===== src/rtl/lsu.sv =====
// RV32I load/store unit: request/grant/response sequencing on the data-memory port,
// lane steering for stores, lane extraction and extension for loads, fault detection.
module lsu #(
  parameter int unsigned TIMEOUT = 16,
  parameter int unsigned CNT_W   = 5
) (
  input  logic        clk,
  input  logic        rst_n,
  input  logic        in_valid,
  output logic        in_ready,
  input  logic [6:0]  opcode,
  input  logic [2:0]  funct3,
  input  logic [31:0] addr,
  input  logic [31:0] st_data,
  input  logic [4:0]  rd_i,
  output logic        mem_req,
  output logic        mem_we,
  output logic [31:0] mem_addr,
  output logic [31:0] mem_wdata,
  output logic [3:0]  mem_wstrb,
  input  logic        mem_gnt,
  input  logic        mem_rvalid,
  input  logic [31:0] mem_rdata,
  output logic        out_valid,
  output logic [31:0] load_out,
  output logic [4:0]  rd_o,
  output logic [1:0]  fault
);

  localparam logic [6:0]       OP_LOAD  = 7'b0000011;
  localparam logic [6:0]       OP_STORE = 7'b0100011;
  localparam logic [CNT_W-1:0] TO_LAST  = CNT_W'(TIMEOUT - 1);

  localparam logic [1:0] FLT_OK  = 2'b00;
  localparam logic [1:0] FLT_MIS = 2'b01;
  localparam logic [1:0] FLT_F3  = 2'b10;
  localparam logic [1:0] FLT_TO  = 2'b11;

  typedef enum logic [1:0] {S_IDLE, S_REQ, S_WAIT_R, S_DONE} state_t;

  state_t           r_state;
  logic [CNT_W-1:0] r_cnt;
  logic             r_is_ld;
  logic [2:0]       r_f3;
  logic [1:0]       r_addr_lo;
  logic [4:0]       r_rd;
  logic [31:0]      r_ld_val;
  logic [1:0]       r_flt;

  logic             r_in_ready;
  logic             r_mem_req;
  logic             r_mem_we;
  logic [31:0]      r_mem_addr;
  logic [31:0]      r_mem_wdata;
  logic [3:0]       r_mem_wstrb;
  logic             r_out_valid;
  logic [31:0]      r_load_out;
  logic [4:0]       r_rd_o;
  logic [1:0]       r_fault;

  logic             w_is_ld;
  logic             w_is_st;
  logic             w_accept;
  logic             w_bad_f3;
  logic             w_mis;
  logic [31:0]      w_wdata;
  logic [3:0]       w_wstrb;
  logic [7:0]       w_byte;
  logic [15:0]      w_half;
  logic [31:0]      w_ld_ext;

  assign w_is_ld  = (opcode == OP_LOAD);
  assign w_is_st  = (opcode == OP_STORE);
  assign w_accept = in_valid & r_in_ready & (w_is_ld | w_is_st);
  assign w_mis    = ((funct3[1:0] == 2'b01) & addr[0]) |
                    ((funct3[1:0] == 2'b10) & (addr[1:0] != 2'b00));

  // Legal size/sign encodings differ between loads and stores
  always_comb begin
    w_bad_f3 = 1'b1;
    if (w_is_ld) begin
      case (funct3)
        3'b000, 3'b001, 3'b010, 3'b100, 3'b101: w_bad_f3 = 1'b0;
        default:                                w_bad_f3 = 1'b1;
      endcase
    end else begin
      case (funct3)
        3'b000, 3'b001, 3'b010: w_bad_f3 = 1'b0;
        default:                w_bad_f3 = 1'b1;
      endcase
    end
  end

  // Store data is replicated across lanes; byte enables pick the target lanes
  always_comb begin
    w_wdata = st_data;
    w_wstrb = 4'b1111;
    case (funct3[1:0])
      2'b00: begin
        w_wdata = {4{st_data[7:0]}};
        w_wstrb = 4'b0001 << addr[1:0];
      end
      2'b01: begin
        w_wdata = {2{st_data[15:0]}};
        w_wstrb = addr[1] ? 4'b1100 : 4'b0011;
      end
      default: begin
        w_wdata = st_data;
        w_wstrb = 4'b1111;
      end
    endcase
  end

  assign w_byte = mem_rdata[{r_addr_lo, 3'b000} +: 8];
  assign w_half = r_addr_lo[1] ? mem_rdata[31:16] : mem_rdata[15:0];

  always_comb begin
    w_ld_ext = mem_rdata;
    case (r_f3)
      3'b000:  w_ld_ext = {{24{w_byte[7]}}, w_byte};
      3'b001:  w_ld_ext = {{16{w_half[15]}}, w_half};
      3'b100:  w_ld_ext = {24'h000000, w_byte};
      3'b101:  w_ld_ext = {16'h0000, w_half};
      default: w_ld_ext = mem_rdata;
    endcase
  end

  // Transaction FSM; completion results are published only when leaving DONE
  always_ff @(posedge clk or negedge rst_n) begin
    if (!rst_n) begin
      r_state     <= S_IDLE;
      r_cnt       <= '0;
      r_is_ld     <= 1'b0;
      r_f3        <= 3'b000;
      r_addr_lo   <= 2'b00;
      r_rd        <= 5'd0;
      r_ld_val    <= 32'd0;
      r_flt       <= FLT_OK;
      r_in_ready  <= 1'b1;
      r_mem_req   <= 1'b0;
      r_mem_we    <= 1'b0;
      r_mem_addr  <= 32'd0;
      r_mem_wdata <= 32'd0;
      r_mem_wstrb <= 4'b0000;
      r_out_valid <= 1'b0;
      r_load_out  <= 32'd0;
      r_rd_o      <= 5'd0;
      r_fault     <= FLT_OK;
    end else begin
      r_out_valid <= 1'b0;
      case (r_state)
        S_IDLE: begin
          if (w_accept) begin
            r_in_ready <= 1'b0;
            r_is_ld    <= w_is_ld;
            r_f3       <= funct3;
            r_addr_lo  <= addr[1:0];
            r_rd       <= rd_i;
            r_ld_val   <= 32'd0;
            r_cnt      <= '0;
            if (w_bad_f3) begin
              r_flt   <= FLT_F3;
              r_state <= S_DONE;
            end else if (w_mis) begin
              r_flt   <= FLT_MIS;
              r_state <= S_DONE;
            end else begin
              r_flt       <= FLT_OK;
              r_state     <= S_REQ;
              r_mem_req   <= 1'b1;
              r_mem_we    <= w_is_st;
              r_mem_addr  <= {addr[31:2], 2'b00};
              r_mem_wdata <= w_is_st ? w_wdata : 32'd0;
              r_mem_wstrb <= w_is_st ? w_wstrb : 4'b0000;
            end
          end
        end
        S_REQ: begin
          if (mem_gnt) begin
            r_mem_req <= 1'b0;
            r_cnt     <= '0;
            r_state   <= r_is_ld ? S_WAIT_R : S_DONE;
          end else if (r_cnt == TO_LAST) begin
            r_mem_req <= 1'b0;
            r_flt     <= FLT_TO;
            r_state   <= S_DONE;
          end else begin
            r_cnt <= r_cnt + CNT_W'(1);
          end
        end
        S_WAIT_R: begin
          if (mem_rvalid) begin
            r_ld_val <= w_ld_ext;
            r_state  <= S_DONE;
          end else if (r_cnt == TO_LAST) begin
            r_flt   <= FLT_TO;
            r_state <= S_DONE;
          end else begin
            r_cnt <= r_cnt + CNT_W'(1);
          end
        end
        S_DONE: begin
          r_out_valid <= 1'b1;
          r_load_out  <= r_ld_val;
          r_rd_o      <= r_rd;
          r_fault     <= r_flt;
          r_in_ready  <= 1'b1;
          r_state     <= S_IDLE;
        end
        default: r_state <= S_IDLE;
      endcase
    end
  end

  assign in_ready  = r_in_ready;
  assign mem_req   = r_mem_req;
  assign mem_we    = r_mem_we;
  assign mem_addr  = r_mem_addr;
  assign mem_wdata = r_mem_wdata;
  assign mem_wstrb = r_mem_wstrb;
  assign out_valid = r_out_valid;
  assign load_out  = r_load_out;
  assign rd_o      = r_rd_o;
  assign fault     = r_fault;

endmodule


===== config.mk =====
export PLATFORM = sky130hd
export DESIGN_NAME = lsu
export DESIGN_NICKNAME = d
export VERILOG_FILES = /design/src/rtl/lsu.sv
export SDC_FILE = /design/constraint.sdc
export NUM_CORES = 1
export LEC_CHECK = 0
export BUFFER_PORTS_ARGS = -buffer_cell sky130_fd_sc_hd__buf_4
export CAP_MARGIN = 20
export CELL_PAD_IN_SITES_DETAIL_PLACEMENT = 0
export CELL_PAD_IN_SITES_GLOBAL_PLACEMENT = 1
export CORE_UTILIZATION = 29
export DETAILED_ROUTE_END_ITERATION = 7
export MAX_ROUTING_LAYER = met4
export PLACE_DENSITY_LB_ADDON = 0.1
export SYNTH_ARGS = -nofsm -noshare
export SYNTH_HDL_FRONTEND = slang
export SYNTH_SLANG_ARGS = --single-unit

===== constraint.sdc =====
create_clock -name clk -period 2.2 [get_ports clk]
set_input_delay 0.44 -clock clk [delete_from_list [all_inputs] [get_ports clk]]
set_output_delay 0.44 -clock clk [all_outputs]
set_load 0.02 [all_outputs]

**Yosys cells after proc, flatten, opt, wreduce, memory -nomap -nowiden**

Index checks and enable logic that the tools add are counted.

- Add/subtract/negate cells: 1
- Equality and inequality tests: 22
- Shift operators: 2
- Muxes and demuxes: 42
- Bitwise operators: 8
- Reduce and logical (&&, ||, !) cells: 18

Operators by type and width:

| cell | number |
|---|---|
| $pmux W32 S2 | 2 |
| $pmux W32 S4 | 1 |
| $mux W32 | 3 |
| $shiftx A32 B6 Y8 | 1 |
| $mux W2 | 11 |
| $mux W5 | 4 |
| $mux W16 | 1 |
| $pmux W5 S3 | 1 |
| $eq A3 B3 Y1 const B | 4 |
| $mux W1 | 12 |
| $ne A2 B2 Y1 const B | 6 |
| $mux W4 | 2 |
| $pmux W2 S4 | 1 |
| $pmux W4 S2 | 1 |
| $reduce_and A4 Y1 | 2 |
| $reduce_bool A2 Y1 | 4 |
| $eq A7 B2 Y1 const B | 1 |
| $eq A7 B6 Y1 const B | 1 |
| $eq A2 B2 Y1 const B | 3 |
| $eq A3 B1 Y1 const B | 2 |
| $logic_not A3 Y1 | 2 |
| $pmux W2 S3 | 1 |
| $reduce_and A3 Y1 | 2 |
| $add A5 B1 Y5 const B | 1 |
| other kinds (15) | 24 |

- Flip-flop bits (word level): 161
- Input port bits: 116
- Output and inout port bits: 111
- Word-level logic and storage cells: 111

**Depth between registers and ports, before layout**

- Depth after elaboration: 7
- Depth in mapped cells: 8
- Mapped depth without buffers: 6

**Worst setup path before layout**

Ideal clock, no wire load.

- Path kind: reg-to-reg
- From: register r_state[0]
- To: register r_ld_val[10]
- Library setup time: 0.122 ns
- Arrival: 1.781 ns
- Required time: 2.078 ns
- Slack: 0.298 ns
- Stages on the path, launching flop included: 9
- Buffers on the path: 2
- Period minus slack after synthesis: 1.902 ns
- Path through: dfrtp_1 inv_1 ha_1 and2_0 a21oi_1 or2_1 buf_2 buf_2 a32o_1

- Longest elaborated chain between the ends: 3
- Elaborated cells between the ends (all ways): 7
- Classes of those cells: 3 x eq/ne; 1 x mux; 3 x reduce/logical

Ends and longest elaborated chain:

| item | line | source |
|---|---|---|
| from (decl) | 41 | `state_t r_state;` |
| from (signal assigned) | 182 | `r_state <= r_is_ld ? S_WAIT_R : S_DONE;` |
| $eq A2 B2 Y1 / $logic_not A2 Y1 (equally long branches) | 151 | `case (r_state)` |
| $ne A2 B2 Y1 (no line) / $reduce_bool A2 Y1 (equally long branches) | -- |  |
| $reduce_and A3 Y1 (no line) | -- |  |
| to (signal assigned) | 193 | `r_ld_val <= w_ld_ext;` |
| to (decl) | 47 | `logic [31:0] r_ld_val;` |

Several ways; a longest one is shown, not always the timed one.
A chain may end at the register's enable or synchronous reset.

**Final worst setup path**

- From: register r_state[0]
- To: register r_ld_val[7]

Same word-level chain as after synthesis.

==> flow_summary.toml <==
[run_status]
status = "finished, final reports clean"

[power_and_ir_drop]
ir_drop_mv = 0.381
power_leakage_nw = 4.83
powerDensity_nw_per_um2 = 1010
power.total_mw = 10.1

[flow_run]
maxCapViolCount = 0

[grt]
grt_pass1_wl_mm = 33.9
antenna_found_initial = 0
grt_overflow_total = 0
track_usage_pct = 17.6
grt_max_degree = 105
grt_pass1_vias = 6146

[floorplanning]
start_util_pct = 29.8
core_area_um2 = 24500
ios = 227
rows = 57
die_area_um2 = 25900
die_h_um = 161
die_x_um = 161

[critical_path]
slowest_delay_ns = 0.41
path_depth = 7
crit_path_cell_trace = "inv_1 -> ha_1 -> and2_0 -> a21oi_1 -> or2_1 -> buf_12 -> a22o_1"
r2r_cells = 7
cp_data_required_time_ns = 2.52
cp.arrival_ns = 2.36
critPathMaxFanout = 25
cpLargestDelayFamily = "simple AND/OR/NAND/NOR gates"
cp_num_buf_inv = 2
critPathLaunch = "r_state[0]$_DFFE_PN0P_"
worst-setup-path-type = "reg2reg"
cp-start-kind = "flip-flop"
slowest_stage = "dfrtp_1"
r2r-start = "r_state[0]$_DFFE_PN0P_"
end_kind = "flip-flop"

[detailed_routing]
dr_total_vias = 5705
wl_mm = 21.6
drt_iter0_drc = 337
wl_per_cell_um = 18.4
drc = 0
vias_per_cell = 4.86
dr.pass1.iters = 6
ant_nets = 0

[timing]
clock_skew_ns = 0.0119
fin_crit_sh_pct = 92.8
fmax_mhz = 490
period_minus_slack_ns = 2.04
relSlewSlack_pct = 47.9
drv_slew = 0
tightest_slew_ns = 0.781
setup_violations = 0
rsz0062_at_grt = "yes"
final_hold_viol_count = 0

[logic_synthesis]
yosysTopAreaCell = "dfrtp_1"
synth-main-ff-cell = "dfrtp_1"
netlist_instances = 609
synth_cell_types = 56
ys_seq_elements = 161
ys_seq_area_share_pct = 55.1
ys_warn_count = 0
yosysTopAreaCellShare_pct = 54.7
post-synth-top-count-cell = "dfrtp_1"
syn-cell-area_um2 = 7320
yosys-top-cells-count = "dfrtp_1 (160), mux2_2 (88), nand2_1 (66), o31ai_1 (35)"
synth.avg_cell_area_um2 = 12.0
async_flop_share_pct = 100
synthTopCellsByArea = "dfrtp_1 (55%), mux2_2 (14%), o31ai_1 (3.6%), mux2i_1 (3.6%), nand2_1 (3.4%)"
synth_edf_count = 0

[finish]
layout.nets = 958
area_delta_synth_final_pct = 37.2
diodes = 0
drive_gt1_share_pct = 45.0
fin_area_um2 = 10000

[clock_network]
cts-root-buf = "clkbuf_16"
clk_latency_ns = 0.43
clockBufferDepth = 2
numCtsBuffers = 17
tritoncts = "done"
clkTransAtPathRegs_ns = 0.07
ctsHtreeMaxLevel = 4
numClockSinks = 161
cts_resized = 0

[place]
place.gp.congestion = 0.787
dpl.hpwl_mm = 15.8
port_buffers = 224
placed_area_um2 = 9460

[worst_hold_path]
min_path_type = "in2reg"
holdPathStages = 2
worstHoldStart = "addr[23]"
[where the power goes]
| group | switching, mW | internal, mW | total (mW) |
|---|---|---|---|
| Combinational | 1.71 | 1.61 | 3.32 |
| Sequential | 0.354 | 3.53 | 3.89 |
| Clock | 1.42 | 1.52 | 2.94 |
| Total | 3.49 | 6.66 | 10.1 |
[state kept, by name, summed over array words and instances, names as in the netlist, 2 cells and up]
signal and cells:
rd_o 5, r_f3 3, mem_wdata 32, r_rd 5, r_cnt 5, fault 2
load_out 32, mem_addr 30, r_state 2, r_ld_val 32, r_flt 2, mem_wstrb 4
r_addr_lo 2
[placed cells by master, fill, tap and decap left out, drive strengths merged, types with 19 or more instances in the layout]
master	instances
buf	248
dfrtp	160
mux2	88
nand2	66
o31ai	35
mux2i	26
nand2b	26
o21ai	25
nor2	24
a32o	24
a21oi	19
[per-layer routing]
metal / share of wire (%) / wire (um) / global-route usage (%)
met3: 7.0 / 1510 / 5.79
met5: 0 / 0 / -
met4: 1.4 / 295 / 4.85
met2: 48 / 10300 / 27.7
met1: 44 / 9490 / 21.5
[final timing paths]
kind                                                   to  slack, ns
worst min register to register  mem_wdata[16]$_DFFE_PN0P_       0.48
min in group asynchronous            fault[0]$_DFFE_PN0P_       0.43
worst max-delay path              r_ld_val[7]$_DFFE_PN0P_       0.16
max in group asynchronous             r_f3[1]$_DFFE_PN0P_       1.13
worst min-delay path             mem_addr[23]$_DFFE_PN0P_       0.23
worst max register to register    r_ld_val[7]$_DFFE_PN0P_       0.16
[cell families (layout without fill, tap and decap cells)]
logic type      count (synthesis)  after routing  share of synthesized area (%)
flops                         161            161                           55.1
simple gates                  144            144                           10.0
compound gates                133            133                           13.3
mux                           115            115                           17.4
buf+inv                        49            288                           3.18
fa+ha+maj                       6              6                           1.03
other cells                     1              2                         0.0512
[final cells by class]
type | instances | area (um2)
fill | 2400 | 14500
timing repair buffer | 249 | 1940
clock buffer | 18 | 429
multi-input combinational | 400 | 3070
inverter | 7 | 26.3
sequential | 161 | 4030
tap | 324 | 405
clock inverter | 14 | 139
[per-stage QoR]
stage               cells  TNS [ns]  util, %  hold slack [ns]  setup WS (ns)
finish               1173         0     40.9            0.230          0.158
global route         1173    -0.162     40.9            0.208        -0.0278
CTS                  1173         0     40.9            0.211          0.157
detailed placement   1140         0     38.6            0.319          0.181
global placement     1140         0     38.6            0.318          0.185
floorplan             610         0        -            0.144          0.298
[what timing repair did]
item,in CTS,in global routing
buffers inserted,0,0
hold endpoints to repair,18,0
endpoints found under the setup margin,0,14
hold buffers,1,0
Note: power is estimated with default switching activity, not from simulation.
